**config.mk**
```make
export PLATFORM = sky130hd
export DESIGN_NAME = mips_cpu_writeback_unit
export DESIGN_NICKNAME = d
export VERILOG_FILES = /design/src/rtl/mips_cpu_pkg.sv /design/src/rtl/mips_cpu_load_formatter.sv /design/src/rtl/mips_cpu_writeback_unit.sv
export SDC_FILE = /design/constraint.sdc
export NUM_CORES = 1
export LEC_CHECK = 0
export CORE_MARGIN = 2
export CORE_UTILIZATION = 31
export CTS_CLUSTER_SIZE = 20
export DETAILED_ROUTE_END_ITERATION = 12
export GPL_ROUTABILITY_DRIVEN = 0
export PLACE_DENSITY = 0.5
export SKIP_CTS_REPAIR_TIMING = 1
export SLEW_MARGIN = 20
export SYNTH_ARGS = -nofsm -noshare
export SYNTH_HDL_FRONTEND = slang
export SYNTH_SLANG_ARGS = --single-unit
```
**constraint.sdc**
```tcl
create_clock -name clk -period 3.4 [get_ports clk]
set_clock_uncertainty 0.2 [all_clocks]
set_input_delay 0.68 -clock clk [delete_from_list [all_inputs] [get_ports clk]]
set_output_delay 0.68 -clock clk [all_outputs]
set_load 0.05 [all_outputs]
```
**src/rtl/mips_cpu_pkg.sv**
```systemverilog
// Shared definitions for the MIPS writeback slice.
//   load_type_t     : load kind encoding carried on load_type
//   REG_ZERO        : hardwired-zero register index (never written)
//   tracker_state_t : outstanding-load tracker states
package mips_cpu_pkg;

  typedef enum logic [2:0] {
    LB  = 3'd0,
    LBU = 3'd1,
    LH  = 3'd2,
    LHU = 3'd3,
    LW  = 3'd4,
    LWL = 3'd5,
    LWR = 3'd6
  } load_type_t;

  localparam logic [4:0] REG_ZERO = 5'd0;

  typedef enum logic {
    IDLE     = 1'b0,
    WAIT_MEM = 1'b1
  } tracker_state_t;

endpackage

```
**src/rtl/mips_cpu_load_formatter.sv**
```systemverilog
// Combinational load-data formatter.
//   load_type : load kind (load_type_t encoding)
//   offset    : byte address bits [1:0]
//   mem       : aligned little-endian memory word
//   old_rt    : current rt value, merged by LWL/LWR
//   data      : formatted register value
//   err       : undefined load_type (data is mem unchanged)
module mips_cpu_load_formatter
  import mips_cpu_pkg::*;
(
  input  logic [2:0]  load_type,
  input  logic [1:0]  offset,
  input  logic [31:0] mem,
  input  logic [31:0] old_rt,
  output logic [31:0] data,
  output logic        err
);

  logic [4:0]  sh_r;
  logic [4:0]  sh_l;
  logic [7:0]  bsel;
  logic [15:0] hsel;

  // sh_l = 8*(3-offset); for a 2-bit offset, 3-offset equals ~offset
  assign sh_r = {offset, 3'b000};
  assign sh_l = {~offset, 3'b000};
  assign bsel = mem[sh_r +: 8];
  assign hsel = offset[1] ? mem[31:16] : mem[15:0];

  always_comb begin
    data = mem;
    err  = 1'b0;
    case (load_type_t'(load_type))
      LB:      data = {{24{bsel[7]}}, bsel};
      LBU:     data = {24'h000000, bsel};
      LH:      data = {{16{hsel[15]}}, hsel};
      LHU:     data = {16'h0000, hsel};
      LW:      data = mem;
      LWL:     data = (mem << sh_l) | (old_rt & ((32'h1 << sh_l) - 32'h1));
      LWR:     data = (mem >> sh_r) | (old_rt & ~(32'hFFFF_FFFF >> sh_r));
      default: err = 1'b1;
    endcase
  end

endmodule

```
**src/rtl/mips_cpu_writeback_unit.sv**
```systemverilog
// Register-file write-port producer.
//   alu_valid/alu_reg/alu_data/alu_ready : single-cycle ALU results
//   load_issue/load_reg/load_type/load_offset/load_old_rt/load_ready :
//     load issue side; one load outstanding at a time
//   mem_readdata_valid/mem_readdata : returned memory word
//   write_enable/write_reg/write_data : register-file write port
//   load_pending/load_pending_reg : outstanding-load status for hazard logic
//   protocol_error : sticky protocol violation flag
module mips_cpu_writeback_unit
  import mips_cpu_pkg::*;
#(
  parameter int unsigned FIFO_DEPTH = 2
) (
  input  logic        clk,
  input  logic        reset,
  input  logic        alu_valid,
  input  logic [4:0]  alu_reg,
  input  logic [31:0] alu_data,
  output logic        alu_ready,
  input  logic        load_issue,
  input  logic [4:0]  load_reg,
  input  logic [2:0]  load_type,
  input  logic [1:0]  load_offset,
  input  logic [31:0] load_old_rt,
  output logic        load_ready,
  input  logic        mem_readdata_valid,
  input  logic [31:0] mem_readdata,
  output logic        write_enable,
  output logic [4:0]  write_reg,
  output logic [31:0] write_data,
  output logic        load_pending,
  output logic [4:0]  load_pending_reg,
  output logic        protocol_error
);

  localparam int unsigned AW = $clog2(FIFO_DEPTH);
  localparam int unsigned CW = AW + 1;
  localparam logic [CW:0] DEPTH_W = (CW+1)'(FIFO_DEPTH);

  tracker_state_t state, state_next;
  logic [4:0]     ld_reg_q;
  logic [2:0]     ld_type_q;
  logic [1:0]     ld_off_q;
  logic [31:0]    ld_old_q;
  logic           capture, load_done, err_set;
  logic [31:0]    fmt_data;
  logic           fmt_err;

  logic [4:0]     q_reg  [FIFO_DEPTH];
  logic [31:0]    q_data [FIFO_DEPTH];
  logic [AW-1:0]  wr_ptr, rd_ptr, alu_slot;
  logic [CW-1:0]  count;
  logic [CW:0]    free;
  logic           nonempty, load_enq, alu_enq, store_load, store_alu;

  mips_cpu_load_formatter u_fmt (
    .load_type (ld_type_q),
    .offset    (ld_off_q),
    .mem       (mem_readdata),
    .old_rt    (ld_old_q),
    .data      (fmt_data),
    .err       (fmt_err)
  );

  always_comb begin
    state_next = state;
    capture    = 1'b0;
    load_done  = 1'b0;
    err_set    = 1'b0;
    case (state)
      IDLE: begin
        if (load_issue) begin
          capture    = 1'b1;
          state_next = WAIT_MEM;
        end
        if (mem_readdata_valid) err_set = 1'b1;
      end
      WAIT_MEM: begin
        if (mem_readdata_valid) begin
          load_done  = 1'b1;
          state_next = IDLE;
          if (fmt_err) err_set = 1'b1;
        end
        if (load_issue) err_set = 1'b1;
      end
      default: state_next = IDLE;
    endcase
  end

  always_ff @(posedge clk) begin
    if (reset) begin
      state          <= IDLE;
      ld_reg_q       <= '0;
      ld_type_q      <= '0;
      ld_off_q       <= '0;
      ld_old_q       <= '0;
      protocol_error <= 1'b0;
      load_ready     <= 1'b1;
    end else begin
      state      <= state_next;
      load_ready <= (state_next == IDLE);
      if (capture) begin
        ld_reg_q  <= load_reg;
        ld_type_q <= load_type;
        ld_off_q  <= load_offset;
        ld_old_q  <= load_old_rt;
      end
      if (err_set) protocol_error <= 1'b1;
    end
  end

  assign load_pending     = (state == WAIT_MEM);
  assign load_pending_reg = ld_reg_q;

  // The output register is the oldest write slot: with an empty queue the
  // first arrival bypasses storage, so free counts the slot vacated this cycle.
  assign nonempty   = (count != '0);
  assign free       = DEPTH_W - {1'b0, count} + (CW+1)'(nonempty);
  assign alu_ready  = free >= ((CW+1)'(1) + (CW+1)'(load_done));
  assign load_enq   = load_done && (ld_reg_q != REG_ZERO);
  assign alu_enq    = alu_valid && alu_ready && (alu_reg != REG_ZERO);
  assign store_load = load_enq && nonempty;
  assign store_alu  = alu_enq && (nonempty || load_enq);
  assign alu_slot   = wr_ptr + AW'(store_load);

  always_ff @(posedge clk) begin
    if (store_load) begin
      q_reg[wr_ptr]  <= ld_reg_q;
      q_data[wr_ptr] <= fmt_data;
    end
    if (store_alu) begin
      q_reg[alu_slot]  <= alu_reg;
      q_data[alu_slot] <= alu_data;
    end
  end

  always_ff @(posedge clk) begin
    if (reset) begin
      wr_ptr       <= '0;
      rd_ptr       <= '0;
      count        <= '0;
      write_enable <= 1'b0;
      write_reg    <= '0;
      write_data   <= '0;
    end else begin
      wr_ptr <= wr_ptr + AW'(store_load) + AW'(store_alu);
      rd_ptr <= rd_ptr + AW'(nonempty);
      count  <= count + CW'(store_load) + CW'(store_alu) - CW'(nonempty);
      write_enable <= nonempty || load_enq || alu_enq;
      if (nonempty) begin
        write_reg  <= q_reg[rd_ptr];
        write_data <= q_data[rd_ptr];
      end else if (load_enq) begin
        write_reg  <= ld_reg_q;
        write_data <= fmt_data;
      end else if (alu_enq) begin
        write_reg  <= alu_reg;
        write_data <= alu_data;
      end
    end
  end

endmodule

```
# Word-level counts from Yosys, hierarchy flattened
# Memory sizes are Yosys's and may differ from the RTL's. A register that Yosys moved wholly into a read port is not among the register bits.
# Index checks and enable logic that the tools add are counted.
totals:
  reg_bits: 87
  ramBits: 74
  in_bits: 116
  output_inout_bits: 47
  memories: 2
op_classes:
  addsub: 10
  magnitude_cmp: 1
  eq_ne: 6
  n_shift: 5
  muxes: 24
  bitwise: 8
  n_reduce_logical: 13
memory_table:
  columns: ["memory", "words", "width", "rd", "rd_ports_with_merged_regs", "wr", "line", "rtl"]
  rows:
  - ["q_data", 2, 32, 1, 1, 2, "mips_cpu_writeback_unit.sv:50", "logic [31:0] q_data [FIFO_DEPTH];"]
  - ["q_reg", 2, 5, 1, 1, 2, "mips_cpu_writeback_unit.sv:49", "logic [4:0] q_reg [FIFO_DEPTH];"]
op_table:
  columns: ["cell", "count"]
  rows:
  - ["32-bit one-hot mux with 6 select lines", 1]
  - ["32-bit two-way mux", 3]
  - ["32-bit AND", 2]
  - ["32-bit bitwise OR", 2]
  - ["32-bit inverter", 1]
  - ["32-bit by 6-bit indexed part select with 8-bit output", 1]
  - ["1-bit by 5-bit << shifter with 32-bit output, first input constant", 1]
  - ["32-bit by 5-bit << shifter with 32-bit output", 1]
  - ["32-bit by 5-bit >> shifter with 32-bit output", 1]
  - ["32-bit by 5-bit >> shifter with 32-bit output, first input constant", 1]
  - ["32-bit by 1-bit subtractor with 32-bit output, second input constant", 1]
  - ["16-bit two-way mux", 1]
  - ["5-bit two-way mux", 3]
  - ["1-bit two-way mux", 14]
  - ["5-bit nonzero test", 2]
  - ["3-bit equality test, second input constant", 3]
  - ["7-bit OR reduction", 1]
  - ["3-bit by 2-bit equality test with 1-bit output, second input constant", 2]
  - ["1-bit logical AND", 5]
  - ["2-bit by 1-bit adder with 2-bit output", 2]
  - ["1-bit one-hot mux with 2 select lines", 2]
  - ["1-bit adder", 3]
  - ["3-bit by 1-bit adder with 3-bit output", 1]
  - ["3-bit by 1-bit equality test with 1-bit output, second input constant", 1]
  - ["10 further kinds", 12]

# Longest topological paths before layout
# Gate-level depths: netlist (run 1).
depth:
  word_depth: 9
  depth_mapped: 13

# Modules after synthesis
# From an unflattened synthesis (run 1), not the netlist that was laid out.
unflattened:
  cells_unflattened: 925
  hier_area_um2: 9659.3
by_module_without_submodules:
  columns: ["mod", "n_inst", "cells_each", "area_each_um2"]
  rows:
  - ["mips_cpu_writeback_unit", 1, 661, 7475.9]
  - ["mips_cpu_load_formatter", 1, 264, 2183.3]

# Least setup slack after synthesis (run 1)
# Ideal clock, no wire load.
synth_path:
  path_type: "register to register"
  start: "reg state, in the netlist load_pending"
  end: "mem q_data[0][0] (enable)"
  setup_ns: 0.392
  t_arrival_ns: 3.626
  path_slack_ns: -0.818
  path_stages_with_launch: 12
  path_buffers: 1
  synth_period_minus_slack_ns: 4.218
  path_cell_list: "dfxtp_1 and2_1 buf_2 inv_1 ha_1 nand2b_1 a211o_1 o211ai_1 nor2_1 inv_1 fa_1 inv_1"
synth_lines:
  columns: ["element", "line", "rtl"]
  rows:
  - ["from (decl)", "mips_cpu_writeback_unit.sv:40", "tracker_state_t state, state_next;"]
  - ["from (signal assigned)", "mips_cpu_writeback_unit.sv:100", "state <= state_next;"]
  - ["to (decl)", "mips_cpu_writeback_unit.sv:50", null]

# Worst setup path in the final report (run 1)
layout_path:
  start: "in mem_readdata_valid"
  end: "out alu_ready"
layout_between:
  elab_chain_cells: 4
layout_lines:
  columns: ["element", "line", "rtl"]
  rows:
  - ["from (decl)", "mips_cpu_writeback_unit.sv:26", "input logic mem_readdata_valid,"]
  - ["1-bit two-way mux", "mips_cpu_writeback_unit.sv:79", "if (mem_readdata_valid) begin"]
  - ["1-bit two-way mux", "mips_cpu_writeback_unit.sv:70", "case (state)"]
  - ["1-bit by 1-bit adder with 2-bit output", "mips_cpu_writeback_unit.sv:119", "assign alu_ready = free >= ((CW+1)'(1) + (CW+1)'(load_done));"]
  - ["3-bit by 2-bit greater-or-equal comparator with 1-bit output", "mips_cpu_writeback_unit.sv:119", null]
  - ["to (decl)", "mips_cpu_writeback_unit.sv:19", "output logic alu_ready,"]
# No other way between the ends.

==> results of run 1 <==
-- Yosys cell counts, types with 9 or more instances --
master and n:
nand2_1 167, mux2i_1 104, o21ai_0 92, a21oi_1 88
dfxtp_1 87, nor2_1 86, edfxtp_1 74, clkbuf_1 53
mux2_2 24, buf_2 23, inv_1 20, nor3_1 19
o211a_1 17, o22ai_1 17, nand2b_1 14, a311oi_2 12
o211ai_1 9
-- report_power, final --
part           internal (µW)  total, µW  switching (µW)
sequential              2510       2760             251
combinational           1620       4110            2500
clock                   1330       2220             892
total                   5460       9090            3640
-- cells in the final DEF (no fill, tap or decap), types with 7 or more instances in the layout --
cell type | synthesis | final
clkbuf_16 | 0 | 17
a2bb2oi_1 | 7 | 7
nor3_1 | 19 | 19
dfxtp_1 | 87 | 83
nand3_1 | 7 | 7
o22ai_1 | 17 | 17
o21ai_0 | 92 | 92
mux2_2 | 24 | 24
a311oi_2 | 12 | 12
a311o_1 | 8 | 8
nand2b_1 | 14 | 13
inv_1 | 20 | 16
o211a_1 | 17 | 17
a21oi_1 | 88 | 88
a22oi_1 | 7 | 7
buf_12 | 0 | 9
edfxtp_1 | 74 | 74
nor2_1 | 86 | 85
buf_4 | 5 | 68
clkdlybuf4s50_1 | 0 | 160
mux2i_1 | 104 | 104
nand2_1 | 167 | 167
o211ai_1 | 9 | 9
o221a_2 | 7 | 7
a22o_1 | 7 | 7
-- metal layers --
metal,routed length [µm],global-route usage,up-vias
met5,0,0,-
met4,970,0.07419,0
met3,1804,0.03453,48
met2,13350,0.2886,296
met1,15480,0.2971,3957
li1,-,-,4136
-- logic make-up (layout without fill, tap and decap cells) --
| kind of cell | count (synthesis) | after routing | synth area share |
|---|---|---|---|
| buffers and inverters | 110 | 290 | 0.05292 |
| other | 1 | 1 | 0.0003975 |
| XOR/XNOR | 2 | 2 | 0.001857 |
| flip-flops | 161 | 161 | 0.4202 |
| AO/OA/AOI/OAI | 316 | 316 | 0.2266 |
| AND/OR/NAND/NOR | 313 | 313 | 0.1386 |
| multiplexers | 130 | 130 | 0.1438 |
| adder cells (fa/ha/maj) | 10 | 10 | 0.01565 |
-- per-stage QoR --
step             util  hold slack [ns]
2_1_floorplan       -           0.2357
3_3_place_gp   0.3979           0.2430
3_5_place_dp   0.3979           0.2510
4_1_cts        0.4202           0.2633
5_1_grt        0.4202           0.2903
6_report       0.4202           0.2614
-- worst register-to-register path, cell delays in order, from the launching register on --
cell      delay [ns]
dfxtp_2         0.46
and2_1          0.20
clkinv_2        0.08
ha_1            0.34
nand2_1         0.13
o22ai_1         0.22
a32o_1          0.36
a311o_1         0.34
o21ai_0         0.19
o21ai_0         0.14
-- worst min-delay path by stage --
stage | from | slack, ns | depth (start not counted) | end
floorplan | ld_old_q[24] | 0.24 | 2 | ld_old_q[24]
global placement | write_reg[0] | 0.24 | 2 | write_reg[0]
CTS | write_reg[1] | 0.26 | 2 | write_reg[1]
finish | write_reg[0] | 0.26 | 2 | write_reg[0]
detailed placement | write_reg[1] | 0.25 | 2 | write_reg[1]
global route | ld_old_q[17] | 0.29 | 2 | ld_old_q[17]
-- area by class of cell --
| cell class | count | share of cell area |
|---|---|---|
| Multi-Input combinational cell | 772 | 0.4007 |
| Sequential cell | 161 | 0.3170 |
| Timing Repair Buffer | 237 | 0.1831 |
| Tap cell | 390 | 0.03898 |
| Clock buffer | 17 | 0.03398 |
| Clock inverter | 15 | 0.01909 |
| Inverter | 21 | 0.007196 |
==> impl_metrics.csv, run 1 <==
group,metric,value,unit
setup_path,path_class,"in -> out",
outcome,outcome,"finished, final reports clean",
timing,max_freq,308.8,MHz
cells_and_area,fillCellCount,3007,
yosys,synth_cells,1043,
clocking,cts_root_buffer,"clkbuf_16",
setup_path,cp.buffers_inverters,4,
cells_and_area,top_register,"q_data",
drt,drc,0,
drt,wire_per_inst,19.59,µm
floorplan,start_util,0.3166,
yosys,synthTopCellsByArea,"edfxtp_1 24%, dfxtp_1 18%, mux2i_1 11%",
setup_path,endpoint_kind,"output pin",
setup_path,crit_cells,8,
drt,firstDrtPassIters,5,
drt,vias_per_cell,5.231,
pwr,leakage,0.004427,µW
setup_path,critPathMaxStageDelay,0.50,ns
yosys,synth_area_per_cell,9.044,µm²
cells_and_area,syn_to_final_growth,32.72,%
cells_and_area,largest_registers,"q_data x64, ld_old_q x32, write_data x32",
setup_path,crit_top_cell,"buf_4",
yosys,synth_cell_types,60,
clocking,clkSinkCount,161,
cells_and_area,final_area,12520,µm²
yosys,yosys_warnings,0,
setup_path,crit_fanout,3,
floorplan,die-area,31840,µm²
grt,grt_max_degree,87,
setup_path,slowest_stage,"clkdlybuf4s50_1",
clocking,clkTransAtPathRegs,0.07,ns
cells_and_area,diodes,0,
placement,portBuffers,162,
cells_and_area,fin_nets,1336,
clocking,clk_path_buf_depth,2,
floorplan,rows,63,
grt,grt_antenna_before_repair,0,
cells_and_area,regArea,3969,µm²
clocking,htreeDepth,4,
yosys,synth_top_area_share,0.2356,
setup_path,r2r_cells,9,
setup_path,path_cells,"clkdlybuf4s50_1 -> and2_4 -> inv_4 -> ha_4 -> nand2b_4 -> a211o_4 -> buf_4 -> buf_4",
placement,dp.cells,1581,
yosys,synth-edff-count,74,
placement,place_area,11860,µm²
drt,drtIter0Drc,675,
drt,wirelength,31.60,mm
timing,worst_pin_slew,1.044,ns
flow_run,maxCapViolCount,0,
setup_path,cp-endpoint,"alu_ready",
clocking,cts_made_buffers,17,
cells_and_area,drive_gt1_frac,0.1472,
setup_path,critPathRequiredTime,2.52,ns
cells_and_area,largest_reg_flops,64,
yosys,async_flop_share,0,
timing,finalCritPeriodShare,0.9524,
grt,grt_pass1_vias,8044,
timing,finalHoldViolations,0,
setup_path,rrSetupSlack,0.47,ns
setup_path,r2r-end,"q_data[1][25]",
setup_path,r2r-start,"ld_off_q[1]",
floorplan,die_w,178.4,µm
timing,setup_viol,0,
timing,worst_slack,0.1617,ns
drt,num_vias,8437,
setup_path,worstSetupStartpoint,"mem_readdata_valid",
grt,grt-ovfl-total,0,
setup_path,cp_top_family,"buffers and inverters",
timing,rsz0062_at_grt,"no",
yosys,synth_area,9433,µm²
floorplan,core_area,29800,µm²
pwr,power_density,726.5,nW/µm²
setup_path,arrival,2.36,ns
yosys,synth_top_area_cell,"edfxtp_1",
yosys,synth-seq-area-share,0.4202,
pwr,finalPower,9095,µW
timing,slew_headroom,0.3037,
placement,dpl_worst_slack,-0.1687,ns
setup_path,critPathLaunchType,"primary input",
timing,post-route-min-period,3.238,ns
yosys,ys.flop_type,"dfxtp_1",
drt,ant_nets,0,
floorplan,io_pins,163,
cells_and_area,multi_input_area,5016,µm²
floorplan,die_h,178.4,µm
pwr,ir_worst_vdd,372.6,µV
placement,dp_hpwl,22.99,mm
yosys,synth_seq_cells,161,
hold_path,hold_class,"reg -> reg",
clocking,cts_tree,"built",
grt,grt_pass1_wl,48.13,mm
timing,maxSlewViolCount,0,
yosys,synth_nets,1169,
timing,finalSetupTns,0,ns
cells_and_area,fin_cells,1613,
clocking,clock_latency,0.44,ns
grt,track_usage,0.2005,
Note: power is estimated with default switching activity, not from simulation.
==> run 2, diff against run 1 <==
Settings changed: CAP_MARGIN set to 25.
==> run 2 against run 1 <==
Net effect:
- combinational power hardly changed
- sequential share of layout area decreased by 0.069 points
- sequential cell count is the same
- final cell count is essentially flat
- hold slack barely moved
==> impl_metrics.csv, run 2 (synthesis gave the netlist of run 1 again) <==
group,metric,value,unit
placement,portBuffers,162,
cells_and_area,final_area,12550,µm²
cells_and_area,fin_nets,1337,
cells_and_area,top_register,"q_data",
floorplan,rows,63,
setup_path,path_class,"in -> out",
timing,finalHoldViolations,0,
pwr,leakage,0.004440,µW
setup_path,path_cells,"clkdlybuf4s50_1 -> and2_4 -> inv_4 -> ha_4 -> nand2b_4 -> a211o_4 -> buf_4 -> buf_4",
drt,drc,0,
floorplan,start_util,0.3166,
cells_and_area,final_cell_mix,"167 x nand2_1, 160 x clkdlybuf4s50_1, 104 x mux2i_1",
cells_and_area,final_common_cell,"nand2_1",
setup_path,endpoint_kind,"output pin",
outcome,outcome,"finished, final reports clean",
placement,dp.cells,1581,
hold_path,hold_class,"reg -> reg",
clocking,cts_root_buffer,"clkbuf_16",
timing,setup_viol,0,
clocking,clkTransAtPathRegs,0.07,ns
setup_path,critPathRequiredTime,2.52,ns
setup_path,critPathMaxStageDelay,0.49,ns
placement,place_area,11860,µm²
pwr,finalPower,9095,µW
grt,grt_pass1_wl,48.13,mm
setup_path,slowest_stage,"clkdlybuf4s50_1",
cells_and_area,drive_gt1_frac,0.1479,
floorplan,die_h,178.4,µm
drt,wirelength,31.64,mm
timing,finalCritPeriodShare,0.9521,
timing,rsz0062_at_grt,"no",
pwr,ir_worst_vdd,373.0,µV
timing,worst_slack,0.1630,ns
drt,drtIter0Drc,685,
floorplan,core_area,29800,µm²
timing,slew_headroom,0.5128,
timing,max_freq,308.9,MHz
setup_path,crit_top_cell,"buf_4",
clocking,clock_latency,0.43,ns
drt,vias_per_cell,5.249,
grt,track_usage,0.2005,
timing,worst_pin_slew,0.7307,ns
grt,grt-ovfl-total,0,
floorplan,die-area,31840,µm²
clocking,cts_tree,"built",
cells_and_area,fillCellCount,3005,
drt,wire_per_inst,19.60,µm
flow_run,maxCapViolCount,0,
clocking,cts_made_buffers,17,
placement,dpl_worst_slack,-0.1687,ns
pwr,power_density,724.9,nW/µm²
setup_path,cp_top_family,"buffers and inverters",
setup_path,crit_fanout,3,
setup_path,critPathLaunchType,"primary input",
placement,dp_hpwl,22.99,mm
timing,post-route-min-period,3.237,ns
clocking,clkSinkCount,161,
floorplan,io_pins,163,
drt,num_vias,8472,
grt,grt_max_degree,87,
drt,firstDrtPassIters,5,
setup_path,arrival,2.36,ns
timing,maxSlewViolCount,0,
cells_and_area,diodes,0,
cells_and_area,fin_cells,1614,
cells_and_area,largest_reg_flops,64,
drt,ant_nets,0,
cells_and_area,largest_registers,"q_data x64, ld_old_q x32, write_data x32",
floorplan,die_w,178.4,µm
clocking,htreeDepth,4,
cells_and_area,syn_to_final_growth,33.01,%
grt,grt_pass1_vias,8044,
grt,grt_antenna_before_repair,0,
setup_path,cp.buffers_inverters,4,
clocking,clk_path_buf_depth,2,
run 2: where the power goes:
group / total, µW / internal (µW) / switching (µW) / leakage (µW)
logic: 4120 / 1620 / 2500 / 0.00272
clock network: 2220 / 1330 / 888 / 0.000327
registers: 2760 / 2510 / 251 / 0.00140
run 2: stage by stage:
stage / hold slack, ns / utilization / TNS (ns)
after floorplan: 0.2357 / - / -7.356
after global placement: 0.2430 / 0.3979 / -12.40
after detailed placement: 0.2510 / 0.3979 / -17.13
after CTS: 0.2633 / 0.4202 / 0
after global routing: 0.2903 / 0.4211 / 0
final: 0.2610 / 0.4211 / 0
run 2: area by class of cell:
cell class / instances / area [µm²] / share of cell area
multi-input cells: 772 / 5016 / 0.3998
flip-flops and latches: 161 / 3969 / 0.3163
repair buffers: 238 / 2320 / 0.1849
well taps: 390 / 488.0 / 0.03889
clock buffers: 17 / 425.4 / 0.03391
clock inverters: 15 / 239.0 / 0.01905
inverters: 21 / 90.09 / 0.007180
run 2: worst min-delay path, cell delays in order (launching register included):
cell and delay (ns):
dfxtp_1 0.31, nand2_1 0.05, a21oi_1 0.05
run 2: path summary, 6_finish.rpt:
| kind | endpoint | cells after the start | slack [ns] | from |
|---|---|---|---|---|
| max | alu_ready | 8 | 0.16 | mem_readdata_valid |
| min | write_reg[0] | 2 | 0.26 | write_reg[0] |
| max reg2reg | q_data[1][25] | 9 | 0.47 | ld_off_q[1] |
| min reg2reg | write_reg[0] | 2 | 0.26 | write_reg[0] |
run 2: layer usage:
metal	track usage	wire [µm]	share of wire
met1	0.2971	15450	0.49
met2	0.2886	13380	0.42
met3	0.03453	1835	0.058
met4	0.07419	977	0.031
met5	0	0	0
